--- src/rtl/pbs_pkg.sv ---
// rtl/pbs_pkg.sv - shared battle encodings and move power table
package pbs_pkg;

    typedef enum logic [1:0] {
        ST_IDLE = 2'd0,
        ST_MUL  = 2'd1,
        ST_DONE = 2'd2
    } dp_state_t;

    // Used for both active_trainer and target, shared with the control FSM.
    typedef enum logic {
        PLAYER = 1'b0,
        AI     = 1'b1
    } trainer_t;

    localparam int PWR_W = 6;
    localparam int ATK_W = 4;

    function automatic logic [PWR_W-1:0] move_power(input logic [1:0] move);
        case (move)
            2'd0:    return 6'd8;
            2'd1:    return 6'd12;
            2'd2:    return 6'd16;
            default: return 6'd40;
        endcase
    endfunction

endpackage

--- src/rtl/pbs_lfsr8.sv ---
// rtl/pbs_lfsr8.sv - free-running seedable 8-bit Fibonacci LFSR (taps 8,6,5,4)
module pbs_lfsr8 #(
    parameter logic [7:0] SEED = 8'hA5
) (
    input  logic       clk,
    input  logic       reset_n,
    output logic [1:0] move_bits
);

    logic [7:0] lfsr;

    always_ff @(posedge clk or negedge reset_n) begin
        if (!reset_n) begin
            lfsr <= SEED;
        end else begin
            lfsr <= {lfsr[6:0], lfsr[7] ^ lfsr[5] ^ lfsr[4] ^ lfsr[3]};
        end
    end

    assign move_bits = lfsr[1:0];

endmodule

--- src/rtl/pbs_battle_datapath.sv ---
// rtl/pbs_battle_datapath.sv - HP registers and shift-add damage calculator
module pbs_battle_datapath
    import pbs_pkg::*;
#(
    parameter int         HP_W      = 8,
    parameter int         MAX_HP    = 100,
    parameter int         P_ATK     = 6,
    parameter int         AI_ATK    = 5,
    parameter logic [7:0] LFSR_SEED = 8'hA5
) (
    input  logic            clk,
    input  logic            reset_n,
    input  logic            new_game,
    input  logic [1:0]      p_move,
    input  logic            calc_damage,
    input  logic            active_trainer,
    input  logic            apply_damage,
    input  logic            target,
    output logic [HP_W-1:0] p_hp,
    output logic [HP_W-1:0] ai_hp,
    output logic            p_alive,
    output logic            ai_alive,
    output logic [HP_W-1:0] damage,
    output logic            dmg_valid,
    output logic [1:0]      ai_move
);

    localparam int ACC_W = 10;
    localparam logic [ACC_W-1:0] DMG_MAX = ACC_W'((1 << HP_W) - 1);

    dp_state_t        state, state_nxt;
    logic             attacker, attacker_nxt;
    logic [PWR_W-1:0] mcand, mcand_nxt;
    logic [ATK_W-1:0] mplier, mplier_nxt;
    logic [ACC_W-1:0] acc, acc_nxt, add_term, acc_sum, scaled;
    logic [1:0]       cnt, cnt_nxt, ai_move_nxt, move_sel, lfsr_bits;
    logic [HP_W-1:0]  p_hp_nxt, ai_hp_nxt, damage_nxt;
    logic             dmg_valid_nxt, start;

    pbs_lfsr8 #(.SEED(LFSR_SEED)) u_lfsr (
        .clk       (clk),
        .reset_n   (reset_n),
        .move_bits (lfsr_bits)
    );

    always_ff @(posedge clk or negedge reset_n) begin
        if (!reset_n) begin
            state     <= ST_IDLE;
            attacker  <= 1'b0;
            mcand     <= '0;
            mplier    <= '0;
            acc       <= '0;
            cnt       <= '0;
            p_hp      <= HP_W'(MAX_HP);
            ai_hp     <= HP_W'(MAX_HP);
            damage    <= '0;
            dmg_valid <= 1'b0;
            ai_move   <= '0;
        end else begin
            state     <= state_nxt;
            attacker  <= attacker_nxt;
            mcand     <= mcand_nxt;
            mplier    <= mplier_nxt;
            acc       <= acc_nxt;
            cnt       <= cnt_nxt;
            p_hp      <= p_hp_nxt;
            ai_hp     <= ai_hp_nxt;
            damage    <= damage_nxt;
            dmg_valid <= dmg_valid_nxt;
            ai_move   <= ai_move_nxt;
        end
    end

    // One partial product per MUL cycle; the final sum is scaled by 1/4.
    always_comb begin
        add_term = mplier[cnt] ? (ACC_W'(mcand) << cnt) : '0;
        acc_sum  = acc + add_term;
        scaled   = acc_sum >> 2;
    end

    always_comb begin
        state_nxt     = state;
        attacker_nxt  = attacker;
        mcand_nxt     = mcand;
        mplier_nxt    = mplier;
        acc_nxt       = acc;
        cnt_nxt       = cnt;
        p_hp_nxt      = p_hp;
        ai_hp_nxt     = ai_hp;
        damage_nxt    = damage;
        dmg_valid_nxt = dmg_valid;
        ai_move_nxt   = ai_move;
        move_sel      = p_move;
        start         = 1'b0;

        if (new_game) begin
            p_hp_nxt      = HP_W'(MAX_HP);
            ai_hp_nxt     = HP_W'(MAX_HP);
            dmg_valid_nxt = 1'b0;
            state_nxt     = ST_IDLE;
        end else begin
            case (state)
                ST_IDLE: start = calc_damage;
                ST_MUL: begin
                    acc_nxt = acc_sum;
                    cnt_nxt = cnt + 2'd1;
                    if (cnt == 2'd3) begin
                        damage_nxt    = (scaled > DMG_MAX) ? '1 : HP_W'(scaled);
                        dmg_valid_nxt = 1'b1;
                        state_nxt     = ST_DONE;
                    end
                end
                ST_DONE: begin
                    if (apply_damage && dmg_valid) begin
                        if (target == AI) begin
                            ai_hp_nxt = (ai_hp > damage) ? ai_hp - damage : '0;
                        end else begin
                            p_hp_nxt = (p_hp > damage) ? p_hp - damage : '0;
                        end
                        dmg_valid_nxt = 1'b0;
                        state_nxt     = ST_IDLE;
                    end else if (calc_damage && (active_trainer != attacker)) begin
                        // Attacker switched: drop the stale result and restart now.
                        dmg_valid_nxt = 1'b0;
                        start         = 1'b1;
                    end
                end
                default: state_nxt = ST_IDLE;
            endcase

            if (start) begin
                attacker_nxt = active_trainer;
                if (active_trainer == AI) begin
                    move_sel    = lfsr_bits;
                    ai_move_nxt = lfsr_bits;
                end
                mcand_nxt  = move_power(move_sel);
                mplier_nxt = (active_trainer == AI) ? ATK_W'(AI_ATK) : ATK_W'(P_ATK);
                acc_nxt    = '0;
                cnt_nxt    = '0;
                state_nxt  = ST_MUL;
            end
        end
    end

    assign p_alive  = |p_hp;
    assign ai_alive = |ai_hp;

endmodule

--- config.mk ---
export PLATFORM = sky130hd
export DESIGN_NAME = pbs_battle_datapath
export DESIGN_NICKNAME = d
export VERILOG_FILES = /design/src/rtl/pbs_pkg.sv /design/src/rtl/pbs_lfsr8.sv /design/src/rtl/pbs_battle_datapath.sv
export SDC_FILE = /design/constraint.sdc
export NUM_CORES = 1
export LEC_CHECK = 0
export CELL_PAD_IN_SITES_DETAIL_PLACEMENT = 1
export CELL_PAD_IN_SITES_GLOBAL_PLACEMENT = 1
export CORE_MARGIN = 1.5
export CORE_UTILIZATION = 47
export CTS_CLUSTER_SIZE = 12
export DETAILED_ROUTE_END_ITERATION = 7
export HOLD_SLACK_MARGIN = 0.06
export PLACE_DENSITY = 0.95
export SYNTH_ARGS = -nofsm -noshare
export SYNTH_HDL_FRONTEND = slang
export SYNTH_SLANG_ARGS = --single-unit
--- constraint.sdc ---
create_clock -name clk -period 6.06 [get_ports clk]
set_input_delay 1.212 -clock clk [delete_from_list [all_inputs] [get_ports clk]]
set_output_delay 1.212 -clock clk [all_outputs]
set_load 0.05 [all_outputs]
# Yosys cells after proc, flatten, opt, wreduce, memory -nomap -nowiden
# Index checks and enable logic that the tools add are counted.
[word_totals]
reg_bits = 60
in_bits = 9
out_inout_bits = 29
word_cells = 93
[op_classes]
n_addsub = 4
n_lt_le_gt_ge = 4
n_eq_ne = 12
n_shift = 1
mux = 37
bitwise_logic = 4
n_reduce_logical = 19
[ops]
columns = ["cell", "n"]
rows = [
  ["$mux W8", 11],
  ["$mux W10", 3],
  ["$mux W2", 10],
  ["$pmux W6 S3", 1],
  ["$reduce_and A3 Y1", 6],
  ["$gt A8 B8 Y1", 2],
  ["$reduce_or A8 Y1", 2],
  ["$sub A8 B8 Y8", 2],
  ["$ne A4 B4 Y1 const B", 3],
  ["$add A10 B10 Y10", 1],
  ["$shl A6 B2 Y10", 1],
  ["$gt A8 B8 Y1 const B", 1],
  ["$mux W1", 8],
  ["$reduce_bool A2 Y1", 4],
  ["$eq A2 B2 Y1 const B", 3],
  ["$ne A3 B3 Y1 const B", 2],
  ["$pmux W2 S3", 1],
  ["$eq A2 B1 Y1 const B", 2],
  ["$logic_not A2 Y1", 2],
  ["$pmux W1 S2", 2],
  ["$reduce_and A2 Y1", 2],
  ["$lt A2 B3 Y1 const B", 1],
  ["$reduce_bool A3 Y1", 1],
  ["$xor A1 B1 Y1", 3],
  ["6 further kinds", 7],
]

# Depth between registers and ports, before layout
# Gate-level depths: netlist of the first run.
[depth]
word_depth = 10
ltp_mapped = 12

# Hierarchy
# From an unflattened synthesis of the first run, not the netlist that was laid out.
[unflattened]
cells_unflattened = 355
hier_area_um2 = 3380.7
[modules_own_cells]
columns = ["mod", "n_inst", "cells_each", "area_per_inst_um2", "seq_area_each_um2"]
rows = [
  ["pbs_battle_datapath", 1, 342, 3134.3, 1158.6],
  ["pbs_lfsr8", 1, 13, 246.5, 205.2],
]

# Worst setup path before layout of the first run
# OpenSTA, ideal clock, no wires.
[synth_timing]
path_kind = "reg2out"
from = "register ai_hp[1]"
to = "output port ai_alive"
arrival_ps = 1242
t_required_ps = 4848
slack_ps = 3606
stages_incl_launch_ff = 3
path_buffers = 0
cell_sequence = "dfrtp_1 -> nor4_1 -> nand2_1"
[synth_via]
elab_chain_cells = 1
[synth_lines]
columns = ["item", "line", "rtl"]
rows = [
  ["start: declaration", "pbs_battle_datapath.sv:20", "output logic [HP_W-1:0] ai_hp,"],
  ["start signal: assignment", "pbs_battle_datapath.sv:55", "ai_hp <= HP_W'(MAX_HP);"],
  ["start signal: assignment", "pbs_battle_datapath.sv:67", "ai_hp <= ai_hp_nxt;"],
  ["$reduce_or A8 Y1", "pbs_battle_datapath.sv:147", "assign ai_alive = |ai_hp;"],
  ["end: declaration", "pbs_battle_datapath.sv:22", "output logic ai_alive,"],
]
# No other way between the ends.

# Worst setup path after layout of the first run
[layout_timing]
from = "register ai_hp[4]"
to = "output port ai_alive"
# Same word-level chain as after synthesis.

==> summary.txt, run 1 <==
Layout cells sized above 1: 7.43%
PnR Total Power: 1.42 mW
Routed via count: 2687
First-pass GRT wire length: 13600 um
Synth Instances: 340
Utilization after layout: 57.8%
RSZ-0062 raised after global routing: false
LEAKAGE: 1.58 nW
CTS tree: done
DP HPWL: 6110 um
Starting density of the core: 49.5%
Syn_area_per_cell: 9.46 um2
Crit path DAT: 1.98 ns
Setup_tns: 0 ns
Setup violators final: 0
Commonest register cell after synthesis: dfrtp_1
Synthesized Nets: 376
Cts repair resizes: 0
Fin crit period: 3.19 ns
Post-Syn Area: 3220 um2
Worst-Skew Late Latency: 0.31 ns
Status: completed
Seq cells post-synth: 54
Clk buf depth: 2
Site row count: 29
Slew Viols, Final: 0
Nets: 412
Yosys top cell area share: 34.2%
Post-Route WL: 8080 um
Req. time, crit path: 4.85 ns
FF-to-FF path depth: 10
Fmax: 314 MHz
Type of the worst setup path: register to output port
GRT Overall Usage: 23.4%
Core ar.: 6490 um2
Post-synth top cells: dfrtp_1, nand2_1, o21ai_0
Die X: 85.7 um
Initial antenna violation count: 0
Worst-Margin Slew: 0.692 ns
CTS Root Cell: clkbuf_8
Final hold vios: 0
Worst Clk Skew: 0.00879 ns
Worst setup EP type: output port
Synth Warn #: 0
Final period utilization: 52.6%
N_diodes: 0
# Post-CTS Setup Buffers: 0
Sequential element share of the synthesized area: 42.4%
Number of global-route vias before repair: 2772
Area delta synth->final: 16.7%
Main area contributors after synthesis: dfrtp_1, ha_1, dfstp_2
Gr ovfl total: 0
H-tree depth: 2
Remaining DRCs: 0
Num CTS Buffers: 5
Cell Pwr Density: 379 nW/um2
WL/cell: 17.8 um
Via-per-instance ratio: 5.92
Hold Slack: 0.363 ns
Die area: 7350 um2
Gpl congestion: 0.876
Sequential Area: 1360 um2
DR iter-0 viols: 102
CP Max Fanout: 4
Largest net degree at the start of global routing: 55
Worst hold path depth: 0
Slew headroom: 53.9%
Worst hold path type: register to register
DIE HEIGHT: 85.7 um
Fraction of registers with async set/reset: 100%
Dominant cell by count in the synthesized netlist: dfrtp_1
Max-Cap Viols: 0
Hold Buf Count CTS: 0
Fillers: 758
Clk sink count: 54
Io pins: 38
Post-route ant nets: 0
DRT Pass-1 Iters: 4
Post-synth EDFFs: 0
Port Buffers: 37
Clk pin slew, worst setup/hold paths: 0.11 ns
Synth area leader: dfrtp_1
Area of the multi-input gates: 1740 um2
Unique masters post-synth: 49
Element type at the critical path start: register
Maximum VDD drop: 0.182 mV
[cell type report]
cell class,instances,area share (%)
multi-input combinational,258,46.3
sequential,54,36.3
timing repair buffer,38,9.93
tap,77,2.56
inverter,19,1.90
clock buffer,5,1.83
clock inverter,3,1.17
[worst max-delay path, stage by stage, from the launching register on]
cell             delay, ns
dfrtp_1               0.44
nor4_1                0.39
nand2_1               0.11
clkdlybuf4s50_1       0.72
[cell families after synthesis]
kind of cell | Yosys count | synth area share [%]
and+or+nand+nor | 110 | 16.3
AOI/OAI and AO/OA | 98 | 19.7
DFF | 54 | 42.4
buffers and inverters | 28 | 3.58
adders and majority gates | 27 | 11.2
xor gates and xnor gates | 14 | 3.81
muxes | 8 | 2.92
other | 1 | 0.117
[state kept, by name, summed over array words and instances (netlist names)]
name         flops
acc              8
ai_hp            8
ai_move          2
cnt              2
damage           8
dmg_valid        1
mcand            4
mplier           3
p_hp             8
state            2
u_lfsr.lfsr      8
[placed cells by master (no fill, tap or decap), drive strengths merged, types with 3 or more instances in the layout]
| cell type | synthesis | routed |
|---|---|---|
| xnor2 | 8 | 8 |
| o22ai | 3 | 3 |
| nor3 | 11 | 11 |
| nor2 | 22 | 22 |
| xor2 | 6 | 6 |
| clkbuf | 6 | 5 |
| nand4 | 4 | 4 |
| nand2 | 39 | 39 |
| inv | 19 | 20 |
| mux2i | 3 | 3 |
| o21ai | 31 | 31 |
| ha | 24 | 24 |
| nand3 | 11 | 11 |
| o22a | 5 | 5 |
| a211oi | 4 | 4 |
| a21oi | 16 | 16 |
| fa | 3 | 3 |
| a22o | 7 | 7 |
| clkdlybuf4s50 | 0 | 36 |
| nor2b | 4 | 4 |
| a31oi | 3 | 3 |
| dfrtp | 44 | 44 |
| nor4 | 4 | 4 |
| o21a | 14 | 14 |
| mux2 | 5 | 5 |
| a21boi | 3 | 3 |
| dfstp | 10 | 10 |
[worst paths after layout]
kind                                 from        endpoint  slack, ns
min reg2reg                u_lfsr.lfsr[6]  u_lfsr.lfsr[7]       0.36
min                        u_lfsr.lfsr[6]  u_lfsr.lfsr[7]       0.36
max                              ai_hp[4]        ai_alive       2.87
min in group asynchronous         reset_n        ai_hp[3]       1.01
max reg2reg                        cnt[0]       damage[6]       3.20
max in group asynchronous         reset_n       damage[7]       4.58
[where the power goes]
| part | switching (mW) | internal, mW | total, mW |
|---|---|---|---|
| Sequential | 0.0614 | 0.410 | 0.472 |
| Combinational | 0.425 | 0.277 | 0.701 |
| Clock | 0.128 | 0.124 | 0.252 |
| Total | 0.614 | 0.811 | 1.42 |
[metal layers]
| metal | wire, um | part of all wire (%) | track usage (%) |
|---|---|---|---|
| met5 | 0 | 0 | 0 |
| met4 | 127 | 1.6 | 6.45 |
| met3 | 161 | 2.0 | 2.50 |
| met2 | 4350 | 54 | 44.6 |
| met1 | 3440 | 43 | 27.8 |
[metrics by stage]
| stage | setup slack, ns | instance area (um2) | std cells |
|---|---|---|---|
| after floorplan | 3.61 | 3220 | 340 |
| after global placement | 3.00 | 3640 | 446 |
| after detailed placement | 2.88 | 3640 | 446 |
| after CTS | 2.90 | 3760 | 454 |
| after global routing | 2.83 | 3760 | 454 |
| final | 2.87 | 3760 | 454 |
Power figures use the tool's default switching activity.
==> run 2: changes to the inputs <==
- CORE_UTILIZATION: 47 -> 39
- PLACE_DENSITY: 0.95 -> 0.86
- clock period: 6.06 -> 2.7 ns (I/O delays scaled with it)
==> run 2 against run 1 <==
Net effect:
- final area up 3.9%
- worst hold slack worse by 0.16 ns
- routed wire length up 3.5%
- cell count up 7.0%
- utilization down 8.1 points
==> summary.txt, run 2 (synthesis results as in run 1) <==
Post-DP Area: 3730 um2 (was 3640 um2)
Final hold vios: 0 (unchanged)
Worst R2R Start: cnt[1] (was cnt[0])
Critical path launch point: cnt[1] (was ai_hp[4])
Io pins: 38 (unchanged)
Site row count: 32 (was 29)
Flop2flop setup slack: 0.13 ns (was 3.20 ns)
LEAKAGE: 1.63 nW (was 1.58 nW)
Worst slack, placed: 0.147 ns (was 2.88 ns)
Worst-Skew Late Latency: 0.31 ns (about the same)
DRT Pass-1 Iters: 4 (unchanged)
CP Capture Point: acc[9] (was ai_alive)
Crit path DAT: 2.80 ns (was 1.98 ns)
Status: completed (unchanged)
Slew headroom: 65.9% (was 53.9%)
Via-per-instance ratio: 5.63 (was 5.92)
Die X: 93.8 um (was 85.7 um)
Worst-Margin Slew: 0.510 ns (was 0.692 ns)
WL/cell: 17.2 um (was 17.8 um)
Area delta synth->final: 21.2% (was 16.7%)
CP Max Fanout: 8 (was 4)
Initial antenna violation count: 0 (unchanged)
Number of global-route vias before repair: 2914 (was 2772)
Nets: 419 (was 412)
FF-to-FF path depth: 11 (was 10)
Worst hold path type: input pin to asynchronous set/reset pin (was register to register)
N_diodes: 0 (unchanged)
DIE HEIGHT: 93.8 um (was 85.7 um)
Clk pin slew, worst setup/hold paths: 0.11 ns (about the same)
Slew Viols, Final: 0 (unchanged)
Commonest cells after routing, fill and taps aside: dfrtp_1, nand2_1, clkdlybuf4s50_1 (unchanged)
Final instance area: 3900 um2 (was 3760 um2)
Element type at the critical path start: register (unchanged)
Maximum VDD drop: 0.329 mV (was 0.182 mV)
First-pass GRT wire length: 13900 um (was 13600 um)
Port Buffers: 37 (unchanged)
Fin crit period: 2.57 ns
Max-Cap Viols: 0 (unchanged)
Gr ovfl total: 0 (unchanged)
Worst setup EP type: register (was output port)
Num CTS Buffers: 5 (unchanged)
Final period utilization: 95.3%
Clk sink count: 54 (unchanged)
Req. time, crit path: 2.93 ns (was 4.85 ns)
Gpl congestion: 0.892 (was 0.876)
GRT Overall Usage: 20.0% (was 23.4%)
Setup violators final: 0 (unchanged)
Cell Pwr Density: 864 nW/um2 (was 379 nW/um2)
Setup ws final: 0.128 ns (was 2.87 ns)
Type of the worst setup path: register to register (was register to output port)
Remaining DRCs: 0 (unchanged)
Starting density of the core: 41.0% (was 49.5%)
Critical R2R Capture: acc[9] (was damage[6])
Most common cell after layout, fill and taps aside: dfrtp_1 (unchanged)
Sequential Area: 1370 um2 (was 1360 um2)
Clk buf depth: 2 (unchanged)
H-tree depth: 2 (unchanged)
Layout cells sized above 1: 10.7% (was 7.43%)
DP HPWL: 6510 um (was 6110 um)
Routed via count: 2737 (was 2687)
CTS Root Cell: clkbuf_8 (unchanged)
CTS tree: done (unchanged)
Post-route ant nets: 0 (unchanged)
Die area: 8810 um2 (was 7350 um2)
Core ar.: 7850 um2 (was 6490 um2)
Fmax: 389 MHz
DR iter-0 viols: 60 (was 102)
# Post-CTS Setup Buffers: 0 (unchanged)
Worst Clk Skew: 0.00994 ns (was 0.00879 ns)
Area of the multi-input gates: 1770 um2 (was 1740 um2)
Largest net degree at the start of global routing: 34 (was 55)
Fillers: 923 (was 758)
Hold Buf Count CTS: 0 (unchanged)
Cts repair resizes: 0 (unchanged)
Post-Route WL: 8360 um (was 8080 um)
==> run 2: stage by stage <==
step / power, mW / instances / TNS, ns / hold WS, ns / util, %
5_1_grt: 3.61 / 486 / -0.0128 / 0.215 / 49.7
3_3_place_gp: 2.55 / 478 / 0 / 0.339 / 47.5
6_report: 3.37 / 486 / 0 / 0.199 / 49.7
3_5_place_dp: 2.66 / 478 / 0 / 0.349 / 47.5
4_1_cts: 3.35 / 486 / 0 / 0.209 / 49.3
2_1_floorplan: 2.21 / 340 / 0 / 0.244 / -
==> run 2: area by class of cell <==
type / instances / area share (%)
clock buffers: 6 / 2.12
flip-flops and latches: 54 / 35.0
clock inverters: 2 / 1.54
inverters: 19 / 1.83
multi-input cells: 258 / 45.3
well taps: 102 / 3.27
repair buffers: 45 / 10.9
==> run 2: routing by layer <==
layer  share of wire (%)  GRT usage (%)
met1                  42           23.1
met2                  53           37.3
met3                 2.3           2.99
met4                 2.7           7.09
met5                   0              0
==> run 2: critical path, stage by stage (launching register included) <==
cell and delay (ns):
dfrtp_2 0.49, mux2i_1 0.29, nor2_1 0.07, a31oi_1 0.18, nor2_1 0.07, ha_1 0.35, o21ai_0 0.10, o21ai_0 0.17
a21oi_1 0.14, o21a_1 0.24, or3_1 0.31, o21ai_0 0.08
==> run 2: worst min-delay path by stage <==
stage                     depth (start not counted)      startpoint              to
after floorplan                                   0         reset_n          acc[2]
after global routing                              2         reset_n        ai_hp[3]
after global placement                            0  u_lfsr.lfsr[6]  u_lfsr.lfsr[7]
after detailed placement                          0  u_lfsr.lfsr[6]  u_lfsr.lfsr[7]
final                                             2         reset_n         p_hp[3]
after CTS                                         2         reset_n        ai_hp[3]
==> run 2: report_power, final <==
group          leakage [nW]  switching [mW]  internal, mW
Combinational         0.863           0.979         0.654
Clock                0.0714           0.281         0.396
Sequential            0.693           0.136         0.924
